$ cat src/rtl/capture_sequencer_pkg.sv
// Shared state encoding and timing defaults for the ADC capture sequencer.
// The state values are visible on the debug readback port, so they are fixed.
package capture_sequencer_pkg;

  typedef enum logic [2:0] {
    ST_IDLE      = 3'd0,
    ST_ARM       = 3'd1,
    ST_WAIT_TRIG = 3'd2,
    ST_CAPTURE   = 3'd3,
    ST_GAP       = 3'd4,
    ST_DONE      = 3'd5
  } state_e;

  localparam int ARM_SETTLE_DEF = 4;
  localparam int GAP_MIN_DEF    = 2;

endpackage

$ cat src/rtl/capture_sequencer_cnt.sv
// Loadable down-counter with zero flag; load wins over decrement, stops at zero.
// Zero flag is registered-state based, so it reflects the count one cycle after load.
module cap_seq_cnt #(
  parameter int W = 16
) (
  input  logic         clk_i,
  input  logic         rst_n_i,
  input  logic         load_i,
  input  logic [W-1:0] load_val_i,
  input  logic         dec_i,
  output logic         zero_o
);

  logic [W-1:0] cnt_q, cnt_d;

  always_comb begin
    cnt_d = cnt_q;
    if (load_i) begin
      cnt_d = load_val_i;
    end else if (dec_i && (cnt_q != '0)) begin
      cnt_d = cnt_q - W'(1);
    end
  end

  always_ff @(posedge clk_i or negedge rst_n_i) begin
    if (!rst_n_i) begin
      cnt_q <= '0;
    end else begin
      cnt_q <= cnt_d;
    end
  end

  assign zero_o = (cnt_q == '0);

endmodule

$ cat src/rtl/capture_sequencer.sv
// Sequences FIFO arm, trigger qualification and segmented capture-go for the ADC path.
// All outputs registered; go follows a qualified trigger edge by one cycle.
module capture_sequencer
  import capture_sequencer_pkg::*;
#(
  parameter int SEG_W      = 16,
  parameter int TMO_W      = 32,
  parameter int ARM_SETTLE = ARM_SETTLE_DEF,
  parameter int GAP_MIN    = GAP_MIN_DEF
) (
  input  logic             adc_sampleclk,
  input  logic             reset_n_i,
  input  logic             arm_i,
  input  logic             abort_i,
  input  logic             trig_i,
  input  logic             stream_mode_i,
  input  logic [SEG_W-1:0] num_segments_i,
  input  logic [15:0]      seg_gap_i,
  input  logic [TMO_W-1:0] timeout_i,
  input  logic             adc_capture_stop_i,
  input  logic             fifo_overflow_i,
  output logic             fifo_arm_o,
  output logic             adc_capture_go_o,
  output logic             adc_capture_armed_o,
  output logic             busy_o,
  output logic             done_o,
  output logic             timeout_o,
  output logic             overflow_err_o,
  output logic [SEG_W-1:0] segments_done_o,
  output logic [2:0]       state_o
);

  localparam int SW1 = SEG_W + 1;

  state_e           state_q;
  logic             arm_q, trig_q;
  logic             fifo_arm_q, go_q, armed_q, busy_q, done_q;
  logic             timeout_q, ovf_q;
  logic [SEG_W-1:0] seg_done_q;

  logic             arm_edge, trig_edge;
  logic [15:0]      gap_eff;
  logic [SEG_W-1:0] num_eff, seg_inc;
  logic             last_seg, tmo_fire;
  logic             settle_zero, gap_zero, tmo_zero;

  always_comb begin
    arm_edge  = arm_i & ~arm_q;
    trig_edge = trig_i & ~trig_q;
    gap_eff   = (seg_gap_i < 16'(GAP_MIN)) ? 16'(GAP_MIN) : seg_gap_i;
    num_eff   = (num_segments_i == '0) ? SEG_W'(1) : num_segments_i;
    last_seg  = (SW1'(seg_done_q) + SW1'(1)) >= SW1'(num_eff);
    seg_inc   = (&seg_done_q) ? seg_done_q : seg_done_q + SEG_W'(1);
    tmo_fire  = (timeout_i != '0) && tmo_zero;
  end

  // Counters reload continuously outside their own state, so each entry starts fresh.
  cap_seq_cnt #(.W(16)) u_settle (
    .clk_i      (adc_sampleclk),
    .rst_n_i    (reset_n_i),
    .load_i     (state_q == ST_IDLE),
    .load_val_i (16'(ARM_SETTLE - 1)),
    .dec_i      (state_q == ST_ARM),
    .zero_o     (settle_zero)
  );

  cap_seq_cnt #(.W(16)) u_gap (
    .clk_i      (adc_sampleclk),
    .rst_n_i    (reset_n_i),
    .load_i     (state_q != ST_GAP),
    .load_val_i (gap_eff - 16'(1)),
    .dec_i      (state_q == ST_GAP),
    .zero_o     (gap_zero)
  );

  cap_seq_cnt #(.W(TMO_W)) u_tmo (
    .clk_i      (adc_sampleclk),
    .rst_n_i    (reset_n_i),
    .load_i     (state_q != ST_WAIT_TRIG),
    .load_val_i (timeout_i - TMO_W'(1)),
    .dec_i      (state_q == ST_WAIT_TRIG),
    .zero_o     (tmo_zero)
  );

  always_ff @(posedge adc_sampleclk or negedge reset_n_i) begin
    if (!reset_n_i) begin
      state_q    <= ST_IDLE;
      arm_q      <= 1'b0;
      trig_q     <= 1'b0;
      fifo_arm_q <= 1'b0;
      go_q       <= 1'b0;
      armed_q    <= 1'b0;
      busy_q     <= 1'b0;
      done_q     <= 1'b0;
      timeout_q  <= 1'b0;
      ovf_q      <= 1'b0;
      seg_done_q <= '0;
    end else begin
      arm_q  <= arm_i;
      trig_q <= trig_i;
      case (state_q)
        ST_IDLE: begin
          if (arm_edge) begin
            timeout_q  <= 1'b0;
            ovf_q      <= 1'b0;
            seg_done_q <= '0;
            fifo_arm_q <= 1'b1;
            busy_q     <= 1'b1;
            state_q    <= ST_ARM;
          end
        end
        ST_ARM: begin
          if (abort_i) begin
            done_q  <= 1'b1;
            state_q <= ST_DONE;
          end else if (settle_zero) begin
            armed_q <= 1'b1;
            state_q <= ST_WAIT_TRIG;
          end
        end
        ST_WAIT_TRIG: begin
          if (abort_i) begin
            armed_q <= 1'b0;
            done_q  <= 1'b1;
            state_q <= ST_DONE;
          end else if (trig_edge) begin
            armed_q <= 1'b0;
            go_q    <= 1'b1;
            state_q <= ST_CAPTURE;
          end else if (tmo_fire) begin
            armed_q   <= 1'b0;
            timeout_q <= 1'b1;
            done_q    <= 1'b1;
            state_q   <= ST_DONE;
          end
        end
        ST_CAPTURE: begin
          if (abort_i) begin
            go_q    <= 1'b0;
            done_q  <= 1'b1;
            state_q <= ST_DONE;
          end else if (fifo_overflow_i) begin
            go_q    <= 1'b0;
            ovf_q   <= 1'b1;
            done_q  <= 1'b1;
            state_q <= ST_DONE;
          end else if (!stream_mode_i && adc_capture_stop_i) begin
            go_q       <= 1'b0;
            seg_done_q <= seg_inc;
            if (last_seg) begin
              done_q  <= 1'b1;
              state_q <= ST_DONE;
            end else begin
              state_q <= ST_GAP;
            end
          end
        end
        ST_GAP: begin
          if (abort_i) begin
            done_q  <= 1'b1;
            state_q <= ST_DONE;
          end else if (gap_zero) begin
            armed_q <= 1'b1;
            state_q <= ST_WAIT_TRIG;
          end
        end
        ST_DONE: begin
          done_q     <= 1'b0;
          busy_q     <= 1'b0;
          fifo_arm_q <= 1'b0;
          state_q    <= ST_IDLE;
        end
        default: begin
          go_q       <= 1'b0;
          armed_q    <= 1'b0;
          done_q     <= 1'b0;
          busy_q     <= 1'b0;
          fifo_arm_q <= 1'b0;
          state_q    <= ST_IDLE;
        end
      endcase
    end
  end

  assign fifo_arm_o          = fifo_arm_q;
  assign adc_capture_go_o    = go_q;
  assign adc_capture_armed_o = armed_q;
  assign busy_o              = busy_q;
  assign done_o              = done_q;
  assign timeout_o           = timeout_q;
  assign overflow_err_o      = ovf_q;
  assign segments_done_o     = seg_done_q;
  assign state_o             = state_q;

endmodule

$ cat config.mk
export PLATFORM = sky130hd
export DESIGN_NAME = capture_sequencer
export DESIGN_NICKNAME = d
export VERILOG_FILES = /design/src/rtl/capture_sequencer_pkg.sv /design/src/rtl/capture_sequencer_cnt.sv /design/src/rtl/capture_sequencer.sv
export SDC_FILE = /design/constraint.sdc
export NUM_CORES = 1
export LEC_CHECK = 0
export ABC_AREA = 1
export ABC_CLOCK_PERIOD_IN_PS = 3070
export BUFFER_PORTS_ARGS = -buffer_cell sky130_fd_sc_hd__buf_2
export CORE_MARGIN = 4
export CORE_UTILIZATION = 40
export DETAILED_ROUTE_END_ITERATION = 12
export GPL_ROUTABILITY_DRIVEN = 0
export PLACE_DENSITY = 0.6
export SLEW_MARGIN = 20
export SYNTH_ARGS = -nofsm -noshare
export SYNTH_HDL_FRONTEND = slang
export SYNTH_SLANG_ARGS = --single-unit
$ cat constraint.sdc
create_clock -name adc_sampleclk -period 3.07 [get_ports adc_sampleclk]
set_input_delay 0.1535 -clock adc_sampleclk [delete_from_list [all_inputs] [get_ports adc_sampleclk]]
set_output_delay 0.1535 -clock adc_sampleclk [all_outputs]
set_load 0.1 [all_outputs]
---- After elaboration in Yosys (flattened, before gate mapping) ----
Cells that the tools add are included.
Widths: inputs -> output; s select.
storage, ports and cells
  memories ................................ 0
  flip-flop bits (word level) ............. 91
  output and inout bits ................... 26
  bits in read-only memories .............. 0
  bits in latches ......................... 0
  word-level logic and storage cells ...... 150
  RAM bits ................................ 0
cells by class
  shifts and indexed selects .............. 0
  $mul .................................... 0
  $add $sub $neg .......................... 7
  reductions and logical operators ........ 33
  div/mod/pow operators ................... 0
  bitwise gates (word level) .............. 8
  muxes and demuxes ....................... 58
  equal/unequal tests ..................... 29
  magnitude comparators ................... 2
operators by type and width
  operator               count
  $mux 16                11
  $mux 32                2
  $reduce_bool 32->1     2
  $sub 32x1->32 const B  2
  $logic_not 16->1       3
  $sub 16x1->16 const B  3
  $mux 3                 11
  $logic_not 32->1       1
  $pmux 16 s2            1
  $reduce_bool 16->1     2
  $ne 2x2->1 const B     14
  $mux 1                 26
  $reduce_and 6->1       3
  $add 16x1->17 const B  1
  $ge 17x16->1           1
  $add 16x1->16 const B  1
  $lt 16x2->1 const B    1
  $reduce_and 16->1      1
  $ne 3x3->1 const B     5
  $pmux 3 s5             1
  $ne 4x4->1 const B     3
  $reduce_and 5->1       2
  $reduce_bool 2->1      5
  $pmux 1 s4             2
  17 further kinds       33

---- Longest topological paths before layout ----
Gate-level depths: netlist of run 1.
  depth after elaboration ................. 8
  gate-level depth with buffers ........... 25
  depth with buffers taken out ............ 25

---- Modules after synthesis ----
A second synthesis of run 1 with hierarchy kept.
second synthesis, totals
  cells, all modules ...................... 1288
  area, all modules ....................... 8398.1 µm²
by module, submodules not included
  module                   instances  sequential area each (µm²)  cells each  area each (µm²)
  capture_sequencer        1          675.6                       491         3151.8
  cap_seq_cnt at u_tmo     1          800.8                       433         2653.8
  cap_seq_cnt at u_settle  1          400.4                       181         1337.5
  cap_seq_cnt at u_gap     1          400.4                       183         1255.0

---- Worst setup path before layout of run 1 ----
Ideal clock, no wire load.
  path type ............................... flip-flop to flip-flop
  start ................................... reg seg_done_q[0], in the netlist segments_done_o[0]
  end ..................................... reg done_q, in the netlist done_o
  path slack .............................. -0.315 ns
  path buffers ............................ 0
  setup time .............................. 0.122 ns
  cell stages (with the launch flop) ...... 23
  clock period less this slack ............ 3.385 ns
  required time ........................... 2.948 ns
  arrival ................................. 3.262 ns
  cell sequence ........................... dfrtp_1 -> ha_1 -> nand3_1 -> nor2_1 -> nand2_1 -> nor2_1 -> inv_1 -> nor3_1 -> nand2_1 -> nand2_1 -> inv_1 -> ha_1 -> nand2_1 -> inv_1 -> nand2_1 -> nor2_1 -> inv_1 -> o21ai_0 -> nor2_1 -> nand3_1 -> nand2_1 -> nand2_1 -> nand2_1
on the way
  longest elaborated chain between the ends .. 4
RTL lines
  element                            RTL line                  source
  from (decl)                        capture_sequencer.sv:39   logic [SEG_W-1:0] seg_done_q;
  from (signal assigned)             capture_sequencer.sv:149  seg_done_q <= seg_inc;
  $add 16x1->17                      capture_sequencer.sv:52   last_seg = (SW1'(seg_done_q) + SW1'(1)) >= SW1'(num_eff);
  $ge 17x16->1                       capture_sequencer.sv:52
  $ne 4x4->1 (no source line)        -
  $reduce_and 6->1 (no source line)  -
  to (signal assigned)               capture_sequencer.sv:94   done_q <= 1'b0;
  to (signal assigned)               capture_sequencer.sv:114  done_q <= 1'b1;
  to (signal assigned)               capture_sequencer.sv:124  done_q <= 1'b1;
  to (decl)                          capture_sequencer.sv:37   logic fifo_arm_q, go_q, armed_q, busy_q, done_q;
Every way passes these cells.
A chain may end at the register's enable or synchronous reset.

---- Final worst setup path of run 1 ----
  start ................................... reg seg_done_q[1], in the netlist segments_done_o[1]
  end ..................................... reg done_q, in the netlist done_o
The elaborated chain is that of the path after synthesis.

==> results of run 1 <==
-- flip-flops by register name, indices dropped and copies added, names as in the netlist --
signal	cells
adc_capture_go_o	1
adc_capture_armed_o	1
u_gap.cnt_q	16
u_settle.cnt_q	16
busy_o	1
arm_q	1
segments_done_o	16
timeout_o	1
u_tmo.cnt_q	32
overflow_err_o	1
state_o	3
trig_q	1
done_o	1
-- cells in the final DEF (no fill, tap or decap), types with 14 or more instances in the layout --
master | synthesis | layout
nand4_1 | 14 | 14
a21oi_1 | 56 | 56
nand2_1 | 280 | 280
o21ai_0 | 40 | 40
dfrtp_1 | 91 | 87
inv_1 | 154 | 154
nor3_1 | 27 | 27
o21ai_2 | 21 | 21
nand3_1 | 46 | 45
nor2_1 | 139 | 136
buf_2 | 7 | 96
o21ai_1 | 20 | 20
ha_1 | 20 | 19
-- logic make-up after synthesis --
group | after synthesis
adders and majority gates | 20
buffers and inverters | 179
muxes | 1
DFF | 91
and+or+nand+nor | 551
xor gates and xnor gates | 18
AOI/OAI and AO/OA | 150
-- power breakdown --
group          total, uW  switching (uW)  internal (uW)
Sequential          1740             234           1510
Clock               1230             509            720
Combinational       2540            1830            712
-- through the flow --
stage / power [uW] / hold slack (ns)
6_report: 5509 / 0.1545
5_1_grt: 5924 / 0.1539
4_1_cts: 5546 / 0.1467
3_5_place_dp: 4289 / 0.2702
3_3_place_gp: 4272 / 0.2663
2_1_floorplan: 3719 / -0.1421
-- final cells by class --
type	count	area share
clock buffers	9	0.02892
flip-flops and latches	91	0.2931
inverters	160	0.07712
repair buffers	109	0.08001
clock inverters	7	0.01269
multi-input cells	740	0.4725
well taps	220	0.03535
diodes	1	0.0003213
-- worst max-delay path, stage by stage (launching register included) --
cell     delay (ns)
dfrtp_2        0.39
ha_2           0.20
nand3_2        0.13
nor2_4         0.16
nand2_1        0.09
nor2_2         0.11
inv_1          0.07
nor3_1         0.13
nand2_1        0.08
nand2_1        0.08
inv_1          0.05
ha_1           0.28
nand2_1        0.05
inv_1          0.06
nand2_1        0.07
nor2_2         0.13
inv_1          0.05
o21ai_0        0.15
nor2_1         0.08
nand3_1        0.12
nand2_1        0.07
nand2_1        0.06
nand2_1        0.04
-- worst paths after layout --
kind	to	slack, ns
min	u_tmo.cnt_q[30]$_DFFE_PN0P_	0.15
max	done_o$_DFFE_PN0P_	0.34
min reg2reg	u_settle.cnt_q[6]$_DFFE_PN0P_	0.49
max in group asynchronous	u_tmo.cnt_q[31]$_DFFE_PN0P_	2.00
min in group asynchronous	adc_capture_armed_o$_DFFE_PN0P_	0.40
max reg2reg	done_o$_DFFE_PN0P_	0.34
-- layer usage --
| layer | wire, um | vias to the layer above | GRT usage |
|---|---|---|---|
| li1 | - | 3407 | - |
| met1 | 8424 | 2922 | 0.2566 |
| met4 | 363 | 0 | 0.06486 |
| met3 | 790 | 27 | 0.03068 |
| met2 | 8195 | 161 | 0.3204 |
| met5 | 0 | - | 0 |
-- repair_timing --
item,4_1_cts,5_1_grt
endpoints found under the hold margin,55,0
resized for setup,0,6
setup buffers,0,2
setup endpoints to repair,0,2
hold buffers,3,0
==> results, run 1 <==
- The flow ran to the end, and the final reports show no timing, DRC or antenna violations.
- Sorting the synthesized cells by area gives the leading types as dfrtp_1, nand2_1, inv_1.
- The final route contains 6517 vias.
- The number of nets in the synthesized netlist is 1102.
- For this run, the leading register cell type out of synthesis is dfrtp_1.
- Measured along the x axis, the die boundary spans 137.4 um.
- The filler cells instantiated in the layout total 1704.
- The share of the clock period used by the worst path after layout is 0.8905.
- IR analysis of the VDD net gives a maximum drop of 448.2 uV.
- The first global-routing pass estimated 28.89 mm of wire.
- Of the total synthesized cell area, the portion taken by XOR and XNOR cells is 0.02356.
- The static leakage power is 0.004093 uW.
- The utilization of the core after routing is 0.4729.
- The clock tree from TritonCTS is yes.
- The worst reg2reg path startpoint is segments_done_o[1]$_DFFE_PN0P_.
- The buffer levels on the longest clock path is 2.
- The mapped netlist covers 6693 um2.
- The number of synthesized flops with an enable pin is 0.
- Detailed placement finished with a half-perimeter wire length of 13.94 mm.
- Dividing the detail-routed via count by the number of cells gives 4.874.
- Setup violations remaining at the end of the flow were counted as 0.
- The final layout contains 1203 nets.
- The critical setup path kind is reg2reg.
- The startpoint type of the worst setup path is a flop.
- The total of flip-flops plus latches after synthesis is 91.
- The clock drives 91 sinks.
- The area occupied by registers is 2282 um2.
- The setup skew after layout is 0.006936 ns.
- Setup repair after global routing left no endpoint under its margin.
- The min-delay analysis places its worst path in the category in2reg.
- Tracing the worst setup path back leads to its startpoint at segments_done_o[1]$_DFFE_PN0P_.
- 98 I/O pins were placed.
- The worst-margin pin slew is 0.7289 ns.
- Of the total synthesized cell area, the portion taken by full adders, half adders and majority gates is 0.03739.
- The remaining max-slew budget at the tightest pin is 0.5141.
- For this run, the total global-route usage over all layers was measured as 0.1930.
- By instance count, the leading cell after synthesis is nand2_1.
- The mean instance size in the synthesized netlist is 6.626 um2.
- OpenSTA, run right after detailed placement, puts the worst setup slack at 0.1606 ns.
- The via count of the first global-routing pass came to 6162.
- Of the total synthesized cell area, the portion taken by AND, OR, NAND and NOR gates is 0.3535.
- The multi-input combinational cells in the finished layout cover a total of 3680 um2.
- Measured along the y axis, the die boundary spans 137.4 um.
- The count of distinct cell types in the synthesized netlist is 41.
- The clock slew seen by the registers of the worst setup and hold paths is 0.07 ns.
- The largest family of logic cells by synthesized area is simple AND/OR/NAND/NOR gates.
- For this configuration, the core starts out at a cell density of 0.4065.
- The count of final max-slew check failures came to 0.
- Timing would allow up to 365.8 MHz.
- The initial antenna violation count is 1.
- Along the worst hold path, the cell count comes to 4.
- The worst setup path is captured at a flop.
- For the final routed database, the setup TNS stands at 0 ns.
- Clock tree synthesis inserted a total of 9 buffers.
- The maximum number of pins on one net before global-route repair is 55.
- The placed cell area is 7396 um2.
- For this run, the detailed router's first-pass iteration total came to 6.
- Summed over all layers, the routed wires come to 17.77 mm.
- The total count of hold-check failures in the final report is 0.
- The count of warnings emitted by yosys is 0.
- The H-tree generated during clock tree synthesis spans 3 levels.
- The reported max-cap violation count is 0.
- The arrival time of data at the critical path endpoint is 2.98 ns.
- The post-detailed-route DRC marker count is 0.
- dfrtp_1 takes more of the synthesized area than any other cell.
- Along the worst path, the maximum fanout reaches 4.
- In the post-route analysis, the smallest setup slack over all paths is 0.3363 ns.
- The clock insertion delay at the later pin of the skew report is 0.35 ns.
- The launch instance of the worst min-delay path is timeout_i[30].
- Summed over all layers, the global routing overflow is 0.
- The total core area is 16470 um2.
- After synthesis, the share of flip-flops with an asynchronous set or reset is 1.000.
- The final cell count without fillers is 1337.
- Of the cells placed in the final design, the portion with a size suffix greater than 1 is 0.1685.
- The starting DRC count in detailed routing is 455.
- The die covers 18870 um2.
- The routed design could run at a clock period as short as 2.734 ns.
- In this run the tool buffered the top-level ports with 97 buffer cells.
- The share of the synthesized area in compound gates (AO/OA/AOI/OAI) is 0.1309.
- Clock tree synthesis selected as its root buffer the cell clkbuf_16.
- The portion of synthesized area spent on multiplexers is 0.001496.
- The final standard cell area without fillers is 7787 um2.
- For the worst setup path, the data required time is 3.31 ns.
- The sequential cell area fraction in the yosys report is 0.3403.
- The share of Yosys cell area claimed by the top area cell type is 0.3403.
- The commonest cells after synthesis are nand2_1, inv_1, nor2_1.
- After technology mapping, the gate count stands at 1010.
- Relative to the synthesized area, the layout overhead comes to 16.36%.
- Power spread over the standard cell area amounts to 707.4 nW/um2.
- The logic depth of the worst register-to-register path is 22.
- The mean routed wirelength per cell is 13.29 um.
- The number of placed instances, taps included, is 1315.
- The number of placement rows is 47.
- The remaining antenna violation count is 0.
Note: power is estimated with default switching activity, not from simulation.
==> run 2: changes to the inputs <==
- CORE_UTILIZATION: 40 -> 59
- PLACE_DENSITY: 0.6 -> 0.83
==> results, run 2 (synthesized netlist as in run 1, its figures left out) <==
- The flow ran to the end, and the final reports show no timing, DRC or antenna violations.
- The full die area is 13110 um2 (-30%).
- The setup path with the least slack is of type reg2reg.
- The overall overflow remaining after global route is 0 (unchanged).
- The total core area was 10980 um2 (-33%).
- The layout overhead on the synthesized area is 15.11%.
- The starting DRC count in detailed routing was 502 (+10%).
- The maximum number of pins on one net before global-route repair is 51 (-7.3%).
- The portion of total power attributed to the clock network is 0.232 (+0.009).
- The total number of clock tree sinks is 91 (unchanged).
- The layout cell share with drive strength beyond 1 is 0.1713 (+0.002817).
- The final cell count without fillers is 1261 (-5.7%).
- The internal cell power is 3024 uW (+2.9%).
- The overall die width is 114.5 um (-17%).
- The buffering stage count on the worst path with inverters included is 3 (-1).
- The antenna cell count is 0 (-1).
- The cell count after placement is 1237 (-5.9%).
- The remaining max-slew budget at the tightest pin was 0.5653 (+0.05124).
- The count of final max-slew check failures came to 0 (unchanged).
- The logic depth of the worst register-to-register path is 23 (+4.5%).
- The slowest stage of the critical path belongs to the cell dfrtp_2.
- The global-route wire length before repair is 27.21 mm (-5.8%).
- The sequential power share is 0.314 (-0.002).
- The placed cell area is 7273 um2 (-1.7%).
- The switching power as a share of total power is 0.4503 (-0.01650).
- The CTS root buffer is clkbuf_16.
- The total count of hold-check failures in the final report is 0 (unchanged).
- The final standard cell area without fillers was 7704 um2 (-1.1%).
- The element type at the critical path end is a flop.
- The placed wire-length estimate after detailed placement is 12.63 mm (-9.4%).
- The top achievable clock speed is 364.0 MHz (-0.50%).
- The initial antenna violation count is 0 (-1).
- The buffer levels on the longest clock path was 2 (unchanged).
- The utilization of the core after routing is 0.7014 (+0.2285).
- The final critical path time including I/O delays and setup is 2.747 ns (+0.01372 ns).
- Leaving out fill and tap cells, the most frequent cells in the layout are nand2_1, inv_1, nor2_1.
- The starting density of the core is 0.6094 (+0.2029).
- The worst endpoint required time came to 3.31 ns (about the same).
- The cell that appears most often on the critical path is nand2_1.
- The hold path depth is 4 (unchanged).
- The minimum setup slack among reg-to-reg paths is 0.32 ns (about the same).
- The part of the total power dissipated in combinational logic is 0.454 (-0.007).
- The static leakage power was 0.004115 uW (+0.55%).
- The setup TNS is 0 ns (unchanged).
- The maximum cell stage delay along the critical path is 0.39 ns (about the same).
- The worst hold path begins at seg_gap_i[14].
- The overall fraction of global-route tracks in use is 0.2550 (+0.06196).
- The vias per cell came to 5.203 (+6.7%).
- The clock tree from TritonCTS is yes.
- The level count of the clock H-tree is 3 (unchanged).
- The number of port buffers is 97 (unchanged).
- The top cell family by delay on the critical path is simple AND/OR/NAND/NOR gates.
- In this run the critical register-to-register path is captured at state_o[0]$_DFFE_PN0P_.
- The total power is 5501 uW (-0.14%).
- The via count of the first global-routing pass is 5998 (-2.7%).
- The flip-flop count of the largest register after layout is 32 (unchanged).
- The clock slew seen by the registers of the worst setup and hold paths is 0.06 ns (about the same).
- The total power per unit cell area is 714.1 nW/um2 (+0.95%).
- The number of buffers added by the clock tree synthesis step came to 9 (unchanged).
- The share of the clock period used by the worst path after layout was 0.8949 (+0.004468).
- The maximum VDD drop came to 624.5 uV (+39%).
- The overall via count from detail_route is 6561 (+0.68%).
- The number of nets in the final layout is 1208 (+0.42%).
- STA classifies the critical path startpoint as a flop.
- The number of endpoints failing setup at the final stage came to 0 (unchanged).
- The remaining antenna violation count is 0 (unchanged).
- The largest fanout on the critical path is 4 (unchanged).
- Traced cell by cell, the critical path runs through buf_4, nand3_1, nor2_1, nand2_1, nor3_1, nand2_1, nand2_1, inv_1, ha_1, nand2_1, inv_1, nand2_1, nor2_2, a21oi_1, nand2_1, nand2_1, nand2_1, nand2_1, nand2_1, nand2_1, nand2_1, nand2_1, nand2_1.
- Leaving out fill and tap cells, the most frequent cell in the layout is nand2_1.
- The number of optimization iterations in the first detailed-route pass is 7 (+1).
- The number of placement rows is 38 (-19%).
- u_tmo.cnt_q holds more flip-flops than any other register.
- The overall routed net length came to 16.40 mm (-7.7%).
- The arrival time of data at the critical path endpoint is 2.99 ns (about the same).
- The worst-margin pin slew is 0.6520 ns (-0.07686 ns).
- The number of I/O pins is 98 (unchanged).
- The mean routed wirelength per cell came to 13.01 um (-2.2%).
- The setup skew after layout is 0.005641 ns (-0.001295 ns).
- The post-detailed-route DRC marker count is 0 (unchanged).
- The path with the worst hold slack has its endpoint at u_gap.cnt_q[14]$_DFFE_PN0P_.
- The reported max-cap violation count is 0 (unchanged).
- The worst reg2reg path startpoint is segments_done_o[0]$_DFFE_PN0P_.
- The die height is 114.5 um (-17%).
- The min-delay analysis places its worst path in the category in2reg.
- The power spent charging and discharging nets is 2477 uW (-3.7%).
- The clock insertion delay at the later pin of the skew report was 0.35 ns (about the same).
## run 2: cell types whose count changed in the layout (fill, tap and decap cells not counted), sizes merged
cell	before	now
inv	162	160
diode	1	0
clkbuf	9	11
bufinv	2	3
clkinvlp	1	0
buf	106	111
## run 2: stage by stage
stage,setup slack [ns],hold slack (ns)
6_report,0.3226,0.1370
5_1_grt,-0.02119,0.1531
4_1_cts,0.1703,0.1333
3_5_place_dp,0.1818,0.2187
3_3_place_gp,0.3221,0.2141
2_1_floorplan,0.02945,-0.1421
## run 2: tightest hold or removal path, stage by stage
cell     delay [ns]
buf_2          0.09
nand2_1        0.06
nand4_1        0.08
a21oi_1        0.05
## run 2: metal layers
layer / GRT usage / vias up / share of wire
li1: - / 3411 / -
met1: 0.3501 / 2939 / 0.46
met2: 0.4230 / 192 / 0.46
met3: 0.04070 / 19 / 0.063
met4: 0.06176 / 0 / 0.012
met5: 0 / - / 0
## run 2: power by group through the flow
stage / clock [uW] / combinational [uW] / sequential (uW)
2_1_floorplan: 0 / 1600 / 2120
3_3_place_gp: 0 / 2420 / 1740
5_1_grt: 1350 / 2790 / 1770
4_1_cts: 1290 / 2480 / 1730
6_report: 1280 / 2500 / 1730
3_5_place_dp: 0 / 2460 / 1750
## run 2: cell type report
class	instances	area (um2)
Clock buffer	11	242.7
Fill cell	935	3279
Tap cell	140	175.2
Multi-Input combinational cell	740	3680
Inverter	160	600.6
Sequential cell	91	2282
Timing Repair Buffer	114	623.1
Clock inverter	5	100.1
## run 2: worst max-delay path by stage
| stage | startpoint | endpoint | slack, ns | depth (start not counted) |
|---|---|---|---|---|
| after floorplan | segments_done_o[0]$_DFFE_PN0P_ | done_o$_DFFE_PN0P_ | 0.03 | 22 |
| after global placement | segments_done_o[0]$_DFFE_PN0P_ | done_o$_DFFE_PN0P_ | 0.32 | 22 |
| after detailed placement | segments_done_o[0]$_DFFE_PN0P_ | done_o$_DFFE_PN0P_ | 0.18 | 22 |
| after CTS | segments_done_o[0]$_DFFE_PN0P_ | done_o$_DFFE_PN0P_ | 0.17 | 22 |
| after global routing | segments_done_o[0]$_DFFE_PN0P_ | state_o[0]$_DFFE_PN0P_ | -0.02 | 25 |
| final | segments_done_o[0]$_DFFE_PN0P_ | state_o[0]$_DFFE_PN0P_ | 0.32 | 23 |
## run 2: repair_timing
item | in CTS | in global routing
setup endpoints to repair | 0 | 2
hold endpoints to repair | 50 | 0
resized for setup | 0 | 6
setup buffers | 0 | 5
hold buffers | 3 | 0
